`src/rtl/key_debounce.sv`:
```
// Push-button conditioner: two-flop synchroniser plus stability-count filter
// per key, producing a clean active-high level and one-cycle edge strobes.
module key_debounce #(
    parameter int N_KEYS          = 2,
    parameter int DEBOUNCE_CYCLES = 500000
) (
    input  logic              clk100_i,
    input  logic              rstn_i,
    input  logic [N_KEYS-1:0] key_i,
    output logic [N_KEYS-1:0] key_state_o,
    output logic [N_KEYS-1:0] key_press_o,
    output logic [N_KEYS-1:0] key_release_o
);

    localparam int CNT_W = $clog2(DEBOUNCE_CYCLES);
    localparam logic [CNT_W-1:0] CNT_MAX = CNT_W'(DEBOUNCE_CYCLES - 1);
    localparam logic [CNT_W-1:0] CNT_ONE = CNT_W'(1);

    logic [N_KEYS-1:0] sync1;
    logic [N_KEYS-1:0] sync2;
    logic [N_KEYS-1:0] sample;

    logic [CNT_W-1:0] cnt_q [N_KEYS];
    logic [CNT_W-1:0] cnt_d [N_KEYS];

    logic [N_KEYS-1:0] state_d;
    logic [N_KEYS-1:0] press_d;
    logic [N_KEYS-1:0] release_d;

    // Two-stage synchroniser; idles at 1 because the keys are active-low.
    always_ff @(posedge clk100_i or negedge rstn_i) begin
        if (!rstn_i) begin
            sync1 <= '1;
            sync2 <= '1;
        end else begin
            sync1 <= key_i;
            sync2 <= sync1;
        end
    end

    assign sample = ~sync2;

    // Filter: count consecutive disagreeing samples, accept on the last one.
    always_comb begin
        state_d   = key_state_o;
        press_d   = '0;
        release_d = '0;
        for (int k = 0; k < N_KEYS; k++) begin
            cnt_d[k] = '0;
            if (sample[k] != key_state_o[k]) begin
                if (cnt_q[k] == CNT_MAX) begin
                    state_d[k]   = sample[k];
                    press_d[k]   = sample[k];
                    release_d[k] = ~sample[k];
                end else begin
                    cnt_d[k] = cnt_q[k] + CNT_ONE;
                end
            end
        end
    end

    // Register counters, debounced level and strobes together.
    always_ff @(posedge clk100_i or negedge rstn_i) begin
        if (!rstn_i) begin
            for (int k = 0; k < N_KEYS; k++) begin
                cnt_q[k] <= '0;
            end
            key_state_o   <= '0;
            key_press_o   <= '0;
            key_release_o <= '0;
        end else begin
            for (int k = 0; k < N_KEYS; k++) begin
                cnt_q[k] <= cnt_d[k];
            end
            key_state_o   <= state_d;
            key_press_o   <= press_d;
            key_release_o <= release_d;
        end
    end

endmodule

```
`config.mk`:
```
export PLATFORM = sky130hd
export DESIGN_NAME = key_debounce
export DESIGN_NICKNAME = d
export VERILOG_FILES = /design/src/rtl/key_debounce.sv
export SDC_FILE = /design/constraint.sdc
export NUM_CORES = 1
export LEC_CHECK = 0
export ABC_CLOCK_PERIOD_IN_PS = 3850
export BUFFER_PORTS_ARGS = -buffer_cell sky130_fd_sc_hd__buf_2
export CAP_MARGIN = 20
export CORE_UTILIZATION = 45
export CTS_BUF_LIST = sky130_fd_sc_hd__clkbuf_4 sky130_fd_sc_hd__clkbuf_8
export CTS_CLUSTER_SIZE = 28
export DETAILED_ROUTE_END_ITERATION = 10
export PLACE_DENSITY = 0.64
export RECOVER_POWER = 100
export SKIP_CTS_REPAIR_TIMING = 1
export SYNTH_ARGS = -nofsm -noshare
export SYNTH_HDL_FRONTEND = slang
export SYNTH_SLANG_ARGS = --single-unit
```
`constraint.sdc`:
```
create_clock -name clk100_i -period 3.85 [get_ports clk100_i]
set_input_delay 0.77 -clock clk100_i [delete_from_list [all_inputs] [get_ports clk100_i]]
set_output_delay 0.77 -clock clk100_i [all_outputs]
set_load 0.1 [all_outputs]
```
### Yosys cells after proc, flatten, opt, wreduce, memory -nomap -nowiden

Index checks and enable logic that the tools add are counted.

* flip-flop bits (word level): 48
* bits of input ports: 4

* add/subtract/negate cells: 2
* equality and inequality tests: 4
* muxes and demuxes: 12
* bitwise logic cells: 3
* reductions and logical operators: 2

Operators by type and width (count)
* $mux 19: 4
* $add 19x1->19 const B: 2
* $eq 19x19->1 const B: 2
* $mux 1: 8
* $reduce_and 2->1: 2
* $ne 1x1->1: 2
* $not 1->1: 2
* $not 2->2: 1

### Longest topological paths before layout

* depth in word-level cells: 4
* mapped depth: 6
* mapped depth without buffers: 5

### Least setup slack after synthesis

Ideal clock, no wire load.

* path type: flip-flop to flip-flop
* start: register cnt_q[30] (netlist bit)
* end: register cnt_q[27] (netlist bit)
* library setup time: 0.119 ns
* data arrival time: 1.958 ns
* required time: 3.731 ns
* slack: 1.773 ns
* stages on the path, launching flop included: 7
* buffers on the path: 2
* path through: dfrtp_1 or4b_1 or4_1 buf_2 o21ai_4 buf_6 nor2_1

RTL lines
* start, declared: line 23 `logic [CNT_W-1:0] cnt_q [N_KEYS];`
* start signal, assigned by index: line 73 `cnt_q[k] <= cnt_d[k];`

==> metrics.sh <==
MOST-COMMON-LAYOUT-CELLS='dfrtp_1, nor2_1, xnor2_1, nand3_1, nand2_1'
CTS_TREE='built'
CLOCK_TREE.HTREE_LEVEL_COUNT=2
POST-DP-HPWL_UM=2670
WORST_PATH_LARGEST_CELL_DELAY_NS=1.00
SYNTH.AREA.MUX_SHARE_PCT=0
MAX_CAP_VIOL_COUNT=0
STATIC-LEAKAGE-POWER_nW=0.9347
CORE.ROWCOUNT=25
CELLPOWERDENSITY_nW_PER_UM2=350.3
REG2REG_FROM='cnt_q[30]$_DFF_PN0_'
CLKSLEWWORSTSETUPHOLDPATHS_NS=0.09
DRCVIOLATIONCOUNT=0
ANTENNA_FOUND_INITIAL=0
IO_PINS=10
SYNTH_ADDER_AREA_SHARE_PCT=1.117
DIE-HEIGHT_UM=72.55
WL_FINAL_UM=3944
REQUIRED_NS=3.99
TIMING_WORST_SLEW_PIN_VALUE_NS=1.388
GRT_REMAINING_OVERFLOW=0
SYNTH_XOR_AREA_SHARE_PCT=10.17
GRT_SETUP_UNREPAIRED='no'
SYNTH-SIMPLE-AREA-SHARE_PCT=26.03
HOLD_PATH_DEPTH=0
AREAGROWTHSYNTHTOFINISH_PCT=7.933
NUM_ANTENNA_CELLS=0
WORSTPATHBUFFERINVERTERCOUNT=0
SYNTHESIS.INSTANCES=220
YS_ASYNC_SR_FRACTION_PCT=100.0
CTS_NUM_SINKS=48
TNS_NS=0
FLOORPLAN.INITIALDENSITY_PCT=47.11
WORST_PATH_MAX_DELAY_CELL='o21ai_1'
FIRST_GLOBAL_VIAS=1504
ROUTE.DETAILED.VIAS_PER_INST=5.359
FINAL_ANTENNA_NET_COUNT=0
SYNTH.DISTINCT_CELLS=34
SYNTH-COMPOUND-AREA-SHARE_PCT=6.927
SOURCE_OF_THE_WORST_HOLD_TIMING_PATH='sync1[0]$_DFF_PN1_'
DESIGN.FINAL.NETS=239
STARTING_DRC_COUNT_IN_DETAILED_ROUTING=66
WHS_ENDPOINT='sync2[0]$_DFF_PN1_'
STATUS='completed'
CORE_REGION_AREA_UM2=4755
GRT.TOTAL_USAGE_PCT=17.38
HOLD_PATH_CLASS='flop to flop'
SYNTH_AREA_PER_CELL_UM2=10.18
FINAL_MAX_TRAN_VIOLS=0
NUMCTSBUFFERS=5
CP-START-KIND='flop'
GRT_PASS1_WL_UM=6913
PATH_CELLS='or4b_1 -> or4_1 -> o21ai_1 -> nor2_1'
POWER.IR.VDD_WORST_mV=0.1428
SYNTH_TOP_FAMILY_BY_AREA='simple AND/OR/NAND/NOR gates'
MAXCLOCKFREQUENCY_MHz=355.0
SYNTH-EDFF-COUNT=0
WORST-PATH-MAX-FANOUT=18
DIEAREA_UM2=5263
YOSYSWARNINGCOUNT=0
FINAL_CORE_UTILIZATION_PCT=50.84
IO_BUFFER_COUNT=9
CLOCK-ROOT-BUFFER='clkbuf_8'
NETLIST_AREA_UM2=2240
FP.DIEW_UM=72.55
GP_ROUTABILITY_CONGESTION=0.7701
CLOCK_PATH_BUFFERS=2
MAXIMUM_NUMBER_OF_PINS_ON_ONE_NET_BEFORE_GLOBAL_ROUTE_REPAIR=49
WORST_SETUP_SLACK_FOR_REGISTER_TO_REGISTER_PATHS_NS=1.03
TIMING.CLOCK.SKEW_NS=0.009793
YS_SEQ_ELEMENTS=48
FINAL.MIN_CLOCK_PERIOD_NS=2.817
ROUTED_WIRE_LENGTH_PER_INSTANCE_UM=13.10
REG2REG_DEPTH=4
POSTSYNTH.TOPFLOPCELL='dfrtp_1'
DRIVE_GT1_SHARE_PCT=8.120
SETUP.WORST_PATH.CLASS='flop to flop'
WORST_R2R_ENDPOINT='cnt_q[26]$_DFF_PN0_'
FINALSETUPVIOLCOUNT=0
FINAL_COMMON_CELL='dfrtp_1'
SYNTHESIS.NETS=226
PATH_DELAY_FAMILY='simple AND/OR/NAND/NOR gates'
CRIT_ARRIVAL_NS=2.96
WORSTSKEWPAIRLATENCY_NS=0.30
CRIT_PATH_START='cnt_q[30]$_DFF_PN0_'
FINAL.PERIOD_UTILIZATION_PCT=73.18
FINAL.FILL_COUNT=441
TIMING.SLEW.HEADROOM_PCT=7.499
CRIT_PATH_END_KIND='flop'
TIMING_HOLD_VIOLATIONS_FINAL=0
NUM_VIAS=1613
FIRSTDRTPASSITERS=4
YS_SEQ_AREA_SHARE_PCT=53.85
worst max path at each step:
| stage | to | slack, ns | cells past startpoint |
|---|---|---|---|
| after floorplan | cnt_q[27]$_DFF_PN0_ | 1.77 | 6 |
| after global placement | cnt_q[22]$_DFF_PN0_ | 1.60 | 4 |
| after detailed placement | cnt_q[27]$_DFF_PN0_ | 1.56 | 4 |
| after CTS | cnt_q[25]$_DFF_PN0_ | 1.54 | 4 |
| after global routing | cnt_q[27]$_DFF_PN0_ | 0.78 | 4 |
| final | cnt_q[26]$_DFF_PN0_ | 1.03 | 4 |
routing by layer:
layer / wire length (um) / GRT usage, %
met5: 0 / 0
met4: 90 / 8.279
met1: 2065 / 24.82
met2: 1580 / 23.88
met3: 207 / 5.278
state kept, by name, summed over array words and instances, names as in the netlist:
register,cells
cnt_q,38
sync1,2
sync2,2
key_release_o,2
key_state_o,2
key_press_o,2
area by class of cell:
cell class	count	area, um2	area share [%]
well taps	67	83.83	3.468
clock buffers	7	83.83	3.468
flip-flops and latches	48	1206	49.90
repair buffers	11	43.79	1.812
inverters	4	15.01	0.6211
clock inverters	1	5.005	0.2070
multi-input cells	163	979.7	40.53
metrics by stage:
step | cells | total power, mW | hold WS, ns | cell area [um2] | setup WS (ns)
3_3_place_gp | 292 | 0.5592 | 0.3506 | 2349 | 1.599
2_1_floorplan | 220 | 0.5433 | 0.3452 | 2240 | 1.773
4_1_cts | 300 | 0.8632 | 0.3631 | 2437 | 1.537
3_5_place_dp | 292 | 0.5592 | 0.3499 | 2349 | 1.556
6_report | 301 | 0.8467 | 0.3599 | 2417 | 1.033
5_1_grt | 301 | 0.8829 | 0.3627 | 2417 | 0.7752
power by group:
| group | switching (mW) | internal (mW) |
|---|---|---|
| clock | 0.158 | 0.142 |
| sequential | 0.00682 | 0.513 |
| combinational | 0.0208 | 0.00709 |
| total | 0.185 | 0.661 |
cell usage after synthesis, types with 2 or more instances:
library cell | number | area [um2]
dfstp_2 | 4 | 105.1
or2_2 | 2 | 12.51
nand2_1 | 13 | 48.80
ha_1 | 2 | 25.02
or4_1 | 6 | 45.04
nand3_1 | 15 | 75.07
xnor2_1 | 17 | 148.9
and3_1 | 5 | 31.28
inv_1 | 4 | 15.01
xor2_1 | 9 | 78.83
clkbuf_1 | 3 | 11.26
nor4_1 | 6 | 37.54
o21ai_0 | 9 | 45.04
nor2_1 | 30 | 112.6
a21oi_1 | 10 | 50.05
o31ai_1 | 4 | 30.03
dfrtp_1 | 44 | 1101
and4_1 | 2 | 17.52
nand4_1 | 9 | 56.30
or3_1 | 7 | 43.79
nor3_1 | 5 | 25.02
and2_1 | 2 | 12.51
kinds of logic (layout without fill, tap and decap cells):
| family | count (synthesis) | in the layout |
|---|---|---|
| simple gates | 109 | 109 |
| fa+ha+maj | 2 | 2 |
| flops | 48 | 48 |
| xor+xnor | 26 | 26 |
| compound gates | 26 | 26 |
| buf+inv | 9 | 23 |
Power figures use the tool's default switching activity.
